[src/rtl/count_to_60_bcd.sv]
// count_to_60_bcd: two-digit BCD modulo-60 counter with combinational wrap carry
//   clk   - system clock, rising edge
//   reset - synchronous active-high reset, overrides ena
//   ena   - count enable pulse from the upstream stage
//   out   - carry, high while ena=1 and q is at the terminal count
//   q     - BCD count, [7:4] tens digit, [3:0] ones digit
module count_to_60_bcd #(
  parameter int TENS_MAX = 5,
  parameter int ONES_MAX = 9
) (
  input  logic       clk,
  input  logic       reset,
  input  logic       ena,
  output logic       out,
  output logic [7:0] q
);
  localparam logic [3:0] TM = 4'(TENS_MAX);
  localparam logic [3:0] OM = 4'(ONES_MAX);
  localparam logic [7:0] TERM = {TM, OM};
  logic [3:0] tens, ones;
  logic [7:0] nxt;
  assign tens = q[7:4];
  assign ones = q[3:0];
  assign out = ena & ~reset & (q == TERM);
  // terminal count and any out-of-range code both restart at 00
  always_comb
    nxt = (tens > TM || ones > OM || q == TERM) ? 8'h00 :
          (ones < OM) ? {tens, ones + 4'd1} : {tens + 4'd1, 4'd0};
  always_ff @(posedge clk)
    if (reset) q <= 8'h00;
    else if (ena) q <= nxt;
endmodule

[config.mk]
export PLATFORM = sky130hd
export DESIGN_NAME = count_to_60_bcd
export DESIGN_NICKNAME = d
export VERILOG_FILES = /design/src/rtl/count_to_60_bcd.sv
export SDC_FILE = /design/constraint.sdc
export NUM_CORES = 1
export LEC_CHECK = 0
export ABC_AREA = 1
export ABC_CLOCK_PERIOD_IN_PS = 2300
export BUFFER_PORTS_ARGS = -buffer_cell sky130_fd_sc_hd__buf_2
export CELL_PAD_IN_SITES_DETAIL_PLACEMENT = 0
export CELL_PAD_IN_SITES_GLOBAL_PLACEMENT = 1
export CORE_UTILIZATION = 42
export CTS_BUF_LIST = sky130_fd_sc_hd__clkbuf_8
export DETAILED_ROUTE_END_ITERATION = 7
export PLACE_DENSITY_LB_ADDON = 0.1
export SLEW_MARGIN = 40
export SYNTH_ARGS = -nofsm -noshare
export SYNTH_HDL_FRONTEND = slang
export SYNTH_SLANG_ARGS = --single-unit
[constraint.sdc]
create_clock -name clk -period 2.3 [get_ports clk]
set_input_delay 0.345 -clock clk [delete_from_list [all_inputs] [get_ports clk]]
set_output_delay 0.345 -clock clk [all_outputs]
set_load 0.01 [all_outputs]
Word-level counts from Yosys, hierarchy flattened
Cells that the tools add are included.

Register bits: 8. Word-level logic and storage cells: 17. Output and inout bits: 9.

Reduce and logical (&&, ||, !) cells: 3. Order comparisons: 3. Equality and inequality tests: 2. Add/subtract/negate cells: 2. Bitwise gates (word level): 3. Muxes and demuxes: 2.

Operators with widths (number): $mux 8 (2); $add 4x1->4 const B (2); $eq 8x7->1 const B (1); $gt 4x3->1 const B (1); $gt 4x4->1 const B (1); $lt 4x4->1 const B (1); $and 1x1->1 (2); $logic_or 1x1->1 (2); $ne 2x2->1 const B (1); $reduce_and 2->1 (1); $not 1->1 (1).

Logic depth before layout (Yosys ltp)
Gate-level depths: netlist of run 1.

Depth in word-level cells: 5. Gate-level depth with buffers: 10.

Worst setup path before layout of run 1
Ideal clock, no wire load.

Path kind: register to output. Start point: reg q[4]. End point: out out. Buffers on the path: 0. Data required time: 1.955 ns. Path slack: 0.782 ns. Cell stages (with the launch flop): 6. Arrival time: 1.173 ns. Cells stage by stage: dfxtp_1 > ha_1 > nand3_4 > inv_1 > nand2_1 > nor3_1.

Cells in the longest elaborated chain, start to end: 2.

Ends and longest elaborated chain: start: declaration (line 15) `output logic [7:0] q`; start signal: assignment (line 31) `else if (ena) q <= nxt;`; $eq 8x7->1 (line 24) `assign out = ena & ~reset & (q == TERM);`; $and 1x1->1 (line 24); end: declaration (line 14) `output logic out,`.

Every way passes these cells.

Worst setup path in the final report of run 1
Ends and elaborated chain as after synthesis.

==> impl_metrics.py, run 1 <==
metrics = {
    "timing": {
        "fin_crit_ps": 1840,
        "finalHoldViolCount": 0,
        "grt_setup_unrepaired": "no",
        "max_slew.worst_pin.slew_ps": 307,
        "setup_viol": 0,
        "slew_violations": 0,
        "fin_skew_ps": 1.26,
        "fin_crit_sh_pct": 80.1,
        "relSlewSlack_pct": 79.5,
        "finalSetupTns_ps": 0,
        "max_freq_ghz": 0.543,
    },
    "routing": {
        "wl_per_cell_um": 10.3,
        "dr.pass1.iters": 3,
        "met2_length_um": 441,
        "wl_met3_um": 47,
        "initialDrtViolationCount": 1,
        "highest_layer": "met4",
        "drc_errors": 0,
        "drt_wl_total_um": 1120,
        "postRouteAntennaNets": 0,
        "vias": 503,
        "viasPerCell": 4.66,
        "wl_met1_um": 598,
    },
    "clock_network": {
        "post_cts_buffers": 0,
        "clock_latency_ps": 230,
        "cts_buffers": 3,
        "postCtsResizedCells": 0,
        "hold_buffers": 0,
        "cts.reportedPaths.clkPinSlew_ps": 40,
        "clk_path_buf_depth": 2,
        "cts_tree": "yes",
        "clock-sinks": 8,
        "cts_htree_levels": 1,
        "root_buffer": "clkbuf_8",
    },
    "worst_setup_path": {
        "crit_type": "flip-flop to output port",
        "cp-start-kind": "flip-flop",
        "rr_endpoint": "q[1]$_SDFFE_PP0P_",
        "cp_slowest_stage_delay_ps": 440,
        "cp-end-kind": "output port",
        "worstPathRequired_ps": 1960,
        "critPathTopFamily": "flip-flops",
        "path_buf_inv": 2,
        "worstPathMaxFanout": 6,
        "crit_arrival_ps": 1500,
        "rr_startpoint": "q[5]$_SDFFE_PP0P_",
        "worst_path_max_delay_cell": "dfxtp_1",
        "r2r_cells": 9,
        "reg2reg_slack_ps": 850,
        "worstPathCellList": "ha_1 -> nand3_4 -> inv_1 -> nand2_1 -> nor3_1 -> buf_2",
    },
    "synthesis": {
        "synthCells": 79,
        "syn_area_um2": 581,
        "synth_cell_types": 16,
        "yosys-top-cells-area": "dfxtp_1, ha_1, nand2_1",
        "synth_fp_nets": 88,
        "yosys_warnings": 0,
        "ys_ff_latch": 8,
        "syn_area_per_cell_um2": 7.35,
        "seq_area_frac_synth_pct": 27.6,
        "synth_top_area_cell": "dfxtp_1",
        "yosys.area.top_type_share_pct": 27.6,
    },
    "layout": {
        "final_util_pct": 53.5,
        "areaGrowthSynthToFinish_pct": 19.8,
        "largest_register": "q",
        "finalNetCount": 104,
        "drive_above_1_share_pct": 28.0,
        "largestRegisters": "q (8)",
        "final_cell_mix": "nand2_1, inv_1, buf_2",
        "antenna_cells": 0,
        "largest_register_ffs": 8,
        "final_common_cell": "nand2_1",
        "fillCellCount": 139,
    },
    "die": {
        "dieArea_um2": 1540,
        "die_w_um": 39.2,
        "die_h_um": 39.2,
        "num_rows": 13,
        "start_util_pct": 44.6,
        "top_level_ports": 12,
        "core-area_um2": 1300,
    },
    "placed_design": {
        "numPortBuffers": 11,
        "hpwl_um": 830,
        "routabilityCongestion": 0.708,
    },
    "pwr": {
        "pwr_density_cell_nw_per_um2": 494,
        "peakVddDrop_uv": 275,
        "p_leak_uw": 0.000375,
    },
    "grt": {
        "grt_pass1_wl_um": 1790,
        "grt_usage_pct": 18.6,
        "antenna_found_initial": 0,
        "grt-ovfl-total": 0,
        "grt_max_degree": 9,
        "grt_pass1_vias": 400,
    },
    "hold_path": {
        "hp-class": "primary input to flip-flop",
        "worstHoldStart": "reset",
        "holdPathEnd": "q[1]$_SDFFE_PP0P_",
        "worstHoldPathCells": 2,
    },
    "job": {
        "maxCapViolations": 0,
    },
    "outcome": {
        "status": "finished, final reports clean",
    },
}
==> report_power, final <==
group / leakage (uW) / internal, uW / switching (uW)
sequential: 0.0000648 / 142 / 3.83
clock: 0.0000216 / 113 / 55.3
combinational: 0.000289 / 11.1 / 18.2
==> worst register-to-register path, cell delays in order (launching register included) <==
cell     delay, ps
dfxtp_1        390
inv_1           80
ha_1           220
nand3_4        110
inv_1           40
nand2_1        120
nand3_2        110
nor2_4         130
nand2_2         60
a21oi_2        110
==> cell usage after synthesis (all sizes together) <==
cell type,number
inv,14
nand2,21
nor3,1
nand4,5
xor2,4
dfxtp,8
o211ai,1
nor2,8
ha,6
nand3,9
a21oi,2
==> layer usage <==
metal / vias up / GRT usage, %
met2: 8 / 25.0
met1: 211 / 22.7
met5: - / 0
met4: 0 / 10.3
li1: 279 / -
met3: 5 / 10.4
==> worst max path at each step <==
stage | startpoint | end | slack, ps | cells after the start
2_1_floorplan | q[4]$_SDFFE_PP0P_ | out | 780 | 5
3_3_place_gp | q[4]$_SDFFE_PP0P_ | out | 730 | 6
3_5_place_dp | q[4]$_SDFFE_PP0P_ | out | 720 | 6
4_1_cts | q[4]$_SDFFE_PP0P_ | out | 460 | 6
5_1_grt | q[4]$_SDFFE_PP0P_ | out | 370 | 6
6_report | q[4]$_SDFFE_PP0P_ | out | 460 | 6
==> cell families after synthesis <==
kind of cell	Yosys count	synth area share [%]
simple gates	44	39.2
buf+inv	14	9.05
flops	8	27.6
fa+ha+maj	6	12.9
xor+xnor	4	6.03
compound gates	3	5.17
==> final cells by class <==
class	instances	area (um2)	area share (%)
multi-input combinational	57	368	52.9
sequential	8	160	23.0
timing repair buffer	11	55.1	7.91
inverter	14	52.6	7.55
clock buffer	3	41.3	5.94
tap	15	18.8	2.70
==> stage by stage <==
step / instance area [um2] / hold slack (ps) / total power (uW) / setup slack [ps] / instances
finish: 696 / 302 / 344 / 458 / 108
global route: 696 / 301 / 366 / 366 / 108
CTS: 696 / 297 / 353 / 464 / 108
detailed placement: 654 / 484 / 178 / 719 / 105
global placement: 654 / 470 / 178 / 728 / 105
floorplan: 581 / 407 / 168 / 782 / 79
Note: power is estimated with default switching activity, not from simulation.
==> inputs of run 2 (changes only) <==
--- a/config.mk
+++ b/config.mk
@@ -5,12 +5,12 @@
 export SDC_FILE = /design/constraint.sdc
 export NUM_CORES = 1
 export LEC_CHECK = 0
-export ABC_AREA = 1
-export ABC_CLOCK_PERIOD_IN_PS = 2300
+export ABC_AREA = 0
+export ABC_CLOCK_PERIOD_IN_PS = 1800
 export BUFFER_PORTS_ARGS = -buffer_cell sky130_fd_sc_hd__buf_2
 export CELL_PAD_IN_SITES_DETAIL_PLACEMENT = 0
 export CELL_PAD_IN_SITES_GLOBAL_PLACEMENT = 1
-export CORE_UTILIZATION = 42
+export CORE_UTILIZATION = 40
 export CTS_BUF_LIST = sky130_fd_sc_hd__clkbuf_8
 export DETAILED_ROUTE_END_ITERATION = 7
 export PLACE_DENSITY_LB_ADDON = 0.1
==> constraint.sdc (replaced) <==
create_clock -name clk -period 1.8 [get_ports clk]
set_input_delay 0.27 -clock clk [delete_from_list [all_inputs] [get_ports clk]]
set_output_delay 0.27 -clock clk [all_outputs]
set_load 0.01 [all_outputs]
==> run 2 against run 1 <==
Combinational power increased by 35%. Clock power rose by 36%. Sequential share of layout area rose by 1.7 points. Power is 33% higher. Largest power group unchanged. Design area is 5.4% lower.
==> impl_metrics.py, run 2 <==
metrics = {
    "synthesis": {
        "seq_area_frac_synth_pct": 30.0,
        "syn_area_um2": 533,
        "synthCells": 60,
        "async_flop_share_pct": 0,
        "synth_fp_nets": 69,
        "yosys.area.top_type_share_pct": 30.0,
        "synth-edff-count": 0,
        "netlist_top_cells_count": "dfxtp_1, inv_1, ha_1",
        "synth_cell_types": 26,
        "synth_top_area_cell": "dfxtp_1",
        "yosys_warnings": 0,
        "ys_ff_latch": 8,
        "ys.flop_type": "dfxtp_1",
        "yosys-top-cells-area": "dfxtp_1, ha_1, inv_1",
        "syn_area_per_cell_um2": 8.88,
    },
    "pwr": {
        "p_leak_uw": 0.000279,
        "power.share.switching_pct": 24.5,
        "pwr_density_cell_nw_per_um2": 694,
        "peakVddDrop_uv": 521,
        "p_clk_share_pct": 50.2,
        "intPower_uw": 345,
        "seqPwrFrac_pct": 41.2,
        "p_comb_share_pct": 8.7,
        "switchingPower_uw": 112,
    },
    "clock_network": {
        "cts_htree_levels": 1,
        "root_buffer": "clkbuf_8",
        "cts_tree": "yes",
        "post_cts_buffers": 0,
        "cts.reportedPaths.clkPinSlew_ps": 40,
        "clk_path_buf_depth": 2,
        "clock-sinks": 8,
        "cts_buffers": 3,
        "clock_latency_ps": 240,
    },
    "layout": {
        "final_cell_mix": "buf_2, inv_1, ha_1, dfxtp_1",
        "areaGrowthSynthToFinish_pct": 23.5,
        "drive_above_1_share_pct": 29.7,
        "largest_register": "q",
        "final_common_cell": "buf_2",
        "largestRegisters": "q (8)",
        "antenna_cells": 0,
        "stdcell_count": 88,
        "largest_register_ffs": 8,
        "fillCellCount": 121,
        "finalNetCount": 85,
        "final_util_pct": 56.2,
    },
    "worst_setup_path": {
        "rr_startpoint": "q[5]$_SDFFE_PP0P_",
        "crit_type": "flip-flop to flip-flop",
        "rr_endpoint": "q[1]$_SDFFE_PP0P_",
        "worstPathMaxFanout": 4,
        "cp-end-kind": "flip-flop",
        "worstPathRequired_ps": 1960,
        "r2r_cells": 7,
        "reg2reg_slack_ps": 160,
        "cp-start-kind": "flip-flop",
        "crit_arrival_ps": 1800,
    },
    "die": {
        "core-area_um2": 1170,
        "start_util_pct": 45.5,
        "top_level_ports": 12,
        "dieArea_um2": 1480,
        "num_rows": 12,
        "die_w_um": 38.5,
        "die_h_um": 38.5,
    },
    "timing": {
        "grt_setup_unrepaired": "no",
        "max_slew.worst_pin.slew_ps": 311,
        "fin_skew_ps": 8.53,
        "slew_violations": 0,
        "finalHoldViolCount": 0,
        "setup_viol": 0,
        "fin_crit_ps": 1640,
        "fin_crit_sh_pct": 91.2,
        "finalSetupTns_ps": 0,
        "relSlewSlack_pct": 79.0,
        "fin_ws_ps": 158,
        "max_freq_ghz": 0.609,
    },
    "placed_design": {
        "place_inst": 85,
        "numPortBuffers": 11,
        "hpwl_um": 910,
        "routabilityCongestion": 0.741,
        "pre_cts_ws_ps": 69.9,
    },
    "grt": {
        "grt-ovfl-total": 0,
        "grt_usage_pct": 21.4,
        "antenna_found_initial": 0,
        "grt_pass1_wl_um": 1960,
        "grt_pass1_vias": 397,
        "grt_max_degree": 10,
    },
    "routing": {
        "wl_per_cell_um": 13.5,
        "postRouteAntennaNets": 0,
        "viasPerCell": 5.59,
        "drt_wl_total_um": 1190,
        "vias": 492,
        "initialDrtViolationCount": 8,
        "drc_errors": 0,
        "dr.pass1.iters": 4,
    },
    "hold_path": {
        "holdPathEnd": "q[0]$_SDFFE_PP0P_",
        "worstHoldPathCells": 2,
        "worstHoldStart": "reset",
        "hp-class": "primary input to flip-flop",
    },
    "job": {
        "maxCapViolations": 0,
    },
    "outcome": {
        "status": "finished, final reports clean",
    },
}
-- run 2: how the worst max path moves through the flow --
| stage | startpoint | endpoint | slack [ps] | depth (start not counted) |
|---|---|---|---|---|
| 4_1_cts | q[5]$_SDFFE_PP0P_ | q[3]$_SDFFE_PP0P_ | 70 | 6 |
| 6_report | q[5]$_SDFFE_PP0P_ | q[1]$_SDFFE_PP0P_ | 160 | 7 |
| 2_1_floorplan | q[1]$_SDFFE_PP0P_ | q[7]$_SDFFE_PP0P_ | 100 | 6 |
| 3_3_place_gp | q[1]$_SDFFE_PP0P_ | q[0]$_SDFFE_PP0P_ | 160 | 7 |
| 5_1_grt | q[5]$_SDFFE_PP0P_ | q[1]$_SDFFE_PP0P_ | 40 | 7 |
| 3_5_place_dp | q[4]$_SDFFE_PP0P_ | q[3]$_SDFFE_PP0P_ | 70 | 6 |
-- run 2: cell type report --
class	count	area, um2	share of cell area, %
Multi-Input combinational cell	43	344	52.3
Sequential cell	8	163	24.7
Timing Repair Buffer	12	62.6	9.51
Clock buffer	3	41.3	6.27
Inverter	8	30.0	4.56
Tap cell	14	17.5	2.66
-- run 2: layer usage --
metal  part of all wire (%)  vias to the layer above  global-route usage [%]
li1                       -                      243                       -
met1                     46                      224                    28.5
met2                     45                       21                    26.7
met3                    6.2                        4                    8.72
met4                    3.2                        0                    15.5
met5                      0                        -                       0
-- run 2: critical path, cell delays in order (launching register included) --
cell,delay (ps)
dfxtp_1,310
inv_1,120
ha_1,290
nor3b_2,100
a311oi_4,350
buf_4,190
nand4_1,90
a21oi_1,120
-- run 2: repair_timing --
action / in CTS / in global routing
endpoints found under the setup margin: 0 / 5
gates resized for setup: 0 / 3
hold buffers: 0 / 0
-- run 2: stage by stage --
step | cell area (um2) | power [uW] | hold WS [ps]
after detailed placement | 609 | 230 | 512
after global placement | 609 | 230 | 508
final | 658 | 457 | 262
after floorplan | 533 | 217 | 339
after global routing | 658 | 477 | 270
after CTS | 651 | 463 | 267
-- run 2: cell families after synthesis --
group / after synthesis / synth area share, %
buffers and inverters: 9 / 6.34
multiplexers: 1 / 1.88
AO/OA/AOI/OAI: 13 / 21.6
AND/OR/NAND/NOR: 23 / 26.1
flip-flops: 8 / 30.0
adder cells (fa/ha/maj): 6 / 14.1
-- run 2: power by group through the flow --
stage	sequential, uW	clock, uW	combinational, uW
finish	188	229	39.5
global route	189	241	46.0
CTS	187	236	39.7
detailed placement	191	0	39.6
global placement	190	0	40.3
floorplan	191	0	25.5
==> inputs of run 3 (changes only) <==
--- a/config.mk
+++ b/config.mk
@@ -13,6 +13,7 @@
 export CORE_UTILIZATION = 40
 export CTS_BUF_LIST = sky130_fd_sc_hd__clkbuf_8
 export DETAILED_ROUTE_END_ITERATION = 7
+export GPL_TIMING_DRIVEN = 0
 export PLACE_DENSITY_LB_ADDON = 0.1
 export SLEW_MARGIN = 40
 export SYNTH_ARGS = -nofsm -noshare
==> run 3 against run 2 <==
Critical path depth unchanged. Die area unchanged. Sequential share of layout area down 0.46 points. Count of clock-buffer cells in the layout unchanged. Clock skew down 6.2 ps. Fmax down 5.1%. Combinational power up 6.3%. Clock power down 6%. Global-route usage down 3.7 points. Power down 2.5%. Critical endpoint unchanged.
==> impl_metrics.py, run 3 (same netlist as run 2, synthesis figures left out) <==
metrics = {
    "layout": {
        "antenna_cells": 0,
        "drive_above_1_share_pct": 32.0,
        "largestRegisters": "q (8)",
        "largest_register": "q",
        "finalNetCount": 86,
        "largest_register_ffs": 8,
        "final_common_cell": "buf_2",
        "areaGrowthSynthToFinish_pct": 25.8,
        "final_cell_mix": "buf_2, inv_1, dfxtp_1",
    },
    "timing": {
        "slew_violations": 0,
        "setup_viol": 0,
        "fin_hold_ws_ps": 284,
        "max_slew.worst_pin.slew_ps": 387,
        "fin_crit_sh_pct": 96.2,
        "grt_setup_unrepaired": "yes",
        "fin_crit_ps": 1730,
        "relSlewSlack_pct": 74.2,
        "fin_ws_ps": 68.7,
        "finalHoldViolCount": 0,
        "fin_skew_ps": 2.35,
        "max_freq_ghz": 0.578,
    },
    "worst_setup_path": {
        "worst_path_max_delay_cell": "a311oi_4",
        "cp-end-kind": "flip-flop",
        "worstPathRequired_ps": 1960,
        "crit_arrival_ps": 1890,
        "cp-start-kind": "flip-flop",
        "worstPathCellList": "inv_1 -> ha_1 -> and3b_4 -> a311oi_4 -> buf_4 -> nand4_1 -> a21oi_2",
        "crit_type": "flip-flop to flip-flop",
        "reg2reg_slack_ps": 70,
        "worstPathMaxFanout": 6,
        "cp_slowest_stage_delay_ps": 390,
    },
    "die": {
        "top_level_ports": 12,
        "start_util_pct": 45.5,
        "die_w_um": 38.5,
        "num_rows": 12,
        "core-area_um2": 1170,
        "dieArea_um2": 1480,
        "die_h_um": 38.5,
    },
    "pwr": {
        "seqPwrFrac_pct": 42.3,
        "peakVddDrop_uv": 468,
        "intPower_uw": 344,
        "p_comb_share_pct": 9.4,
        "switchingPower_uw": 101,
        "power.share.switching_pct": 22.7,
        "p_leak_uw": 0.000279,
        "p_clk_share_pct": 48.3,
        "pwr_density_cell_nw_per_um2": 664,
    },
    "job": {
        "maxCapViolations": 0,
    },
    "placed_design": {
        "routabilityCongestion": 0.745,
        "numPortBuffers": 10,
        "pre_cts_ws_ps": -14.0,
        "hpwl_um": 800,
    },
    "routing": {
        "postRouteAntennaNets": 0,
        "drc_errors": 0,
        "dr.pass1.iters": 4,
        "wl_per_cell_um": 13.0,
        "drt_wl_total_um": 1150,
        "initialDrtViolationCount": 12,
        "viasPerCell": 5.30,
        "vias": 472,
    },
    "clock_network": {
        "clock_latency_ps": 230,
        "hold_buffers": 0,
        "clk_path_buf_depth": 2,
        "root_buffer": "clkbuf_8",
        "clock-sinks": 8,
        "cts_htree_levels": 1,
        "cts_buffers": 3,
        "cts_tree": "yes",
        "cts.reportedPaths.clkPinSlew_ps": 40,
    },
    "hold_path": {
        "hp-class": "primary input to flip-flop",
    },
    "grt": {
        "antenna_found_initial": 0,
        "grt_usage_pct": 17.7,
        "grt_max_degree": 10,
        "grt-ovfl-total": 0,
        "grt_pass1_wl_um": 1740,
        "grt_pass1_vias": 404,
    },
    "outcome": {
        "status": "finished, final reports clean",
    },
}
[run 3: through the flow]
stage	instance area (um2)	power, uW	setup TNS (ps)	util, %	std cells
finish	671	445	0	57.3	89
global route	671	466	-9.50	57.3	89
CTS	642	451	0	54.8	87
detailed placement	601	230	-14.0	51.3	84
global placement	601	229	-31.6	51.3	84
floorplan	533	217	0	-	60
[run 3: power groups by stage]
stage / clock network, uW / logic, uW / registers [uW]
floorplan: 0 / 25.5 / 191
global placement: 0 / 38.9 / 190
detailed placement: 0 / 39.4 / 190
CTS: 224 / 39.7 / 187
global route: 230 / 46.7 / 189
finish: 215 / 42.0 / 188
[run 3: worst paths after layout]
path	start	to	cells past startpoint
hold reg to reg	q[0]$_SDFFE_PP0P_	q[0]$_SDFFE_PP0P_	2
setup / recovery	q[1]$_SDFFE_PP0P_	q[1]$_SDFFE_PP0P_	7
setup reg to reg	q[1]$_SDFFE_PP0P_	q[1]$_SDFFE_PP0P_	7
hold / removal	reset	q[1]$_SDFFE_PP0P_	2
[run 3: critical path, delay by kind of cell, from the launching register on]
kind / cells / cell delay, ps
compound gates: 2 / 550
flops: 1 / 350
simple gates: 2 / 310
buf+inv: 2 / 260
fa+ha+maj: 1 / 190
[run 3: metal layers]
layer | track usage [%] | routed length, um | vias to the layer above
met5 | 0 | 0 | -
li1 | - | - | 245
met3 | 3.49 | 35 | 4
met1 | 23.7 | 572 | 215
met4 | 12.9 | 20 | 0
met2 | 24.6 | 524 | 8
[run 3: repair_timing]
action	4_1_cts	5_1_grt
setup buffers	0	2
endpoints found under the setup margin	1	6
pin swaps	1	1
gates resized for setup	0	5
cloned	0	0
[run 3: layout make-up]
cell class                      instances  area (um2)
Buffer                                  1        3.75
Clock buffer                            3        41.3
Fill cell                             110         500
Inverter                                8        30.0
Multi-Input combinational cell         43         350
Sequential cell                         8         163
Tap cell                               14        17.5
Timing Repair Buffer                   12        65.1
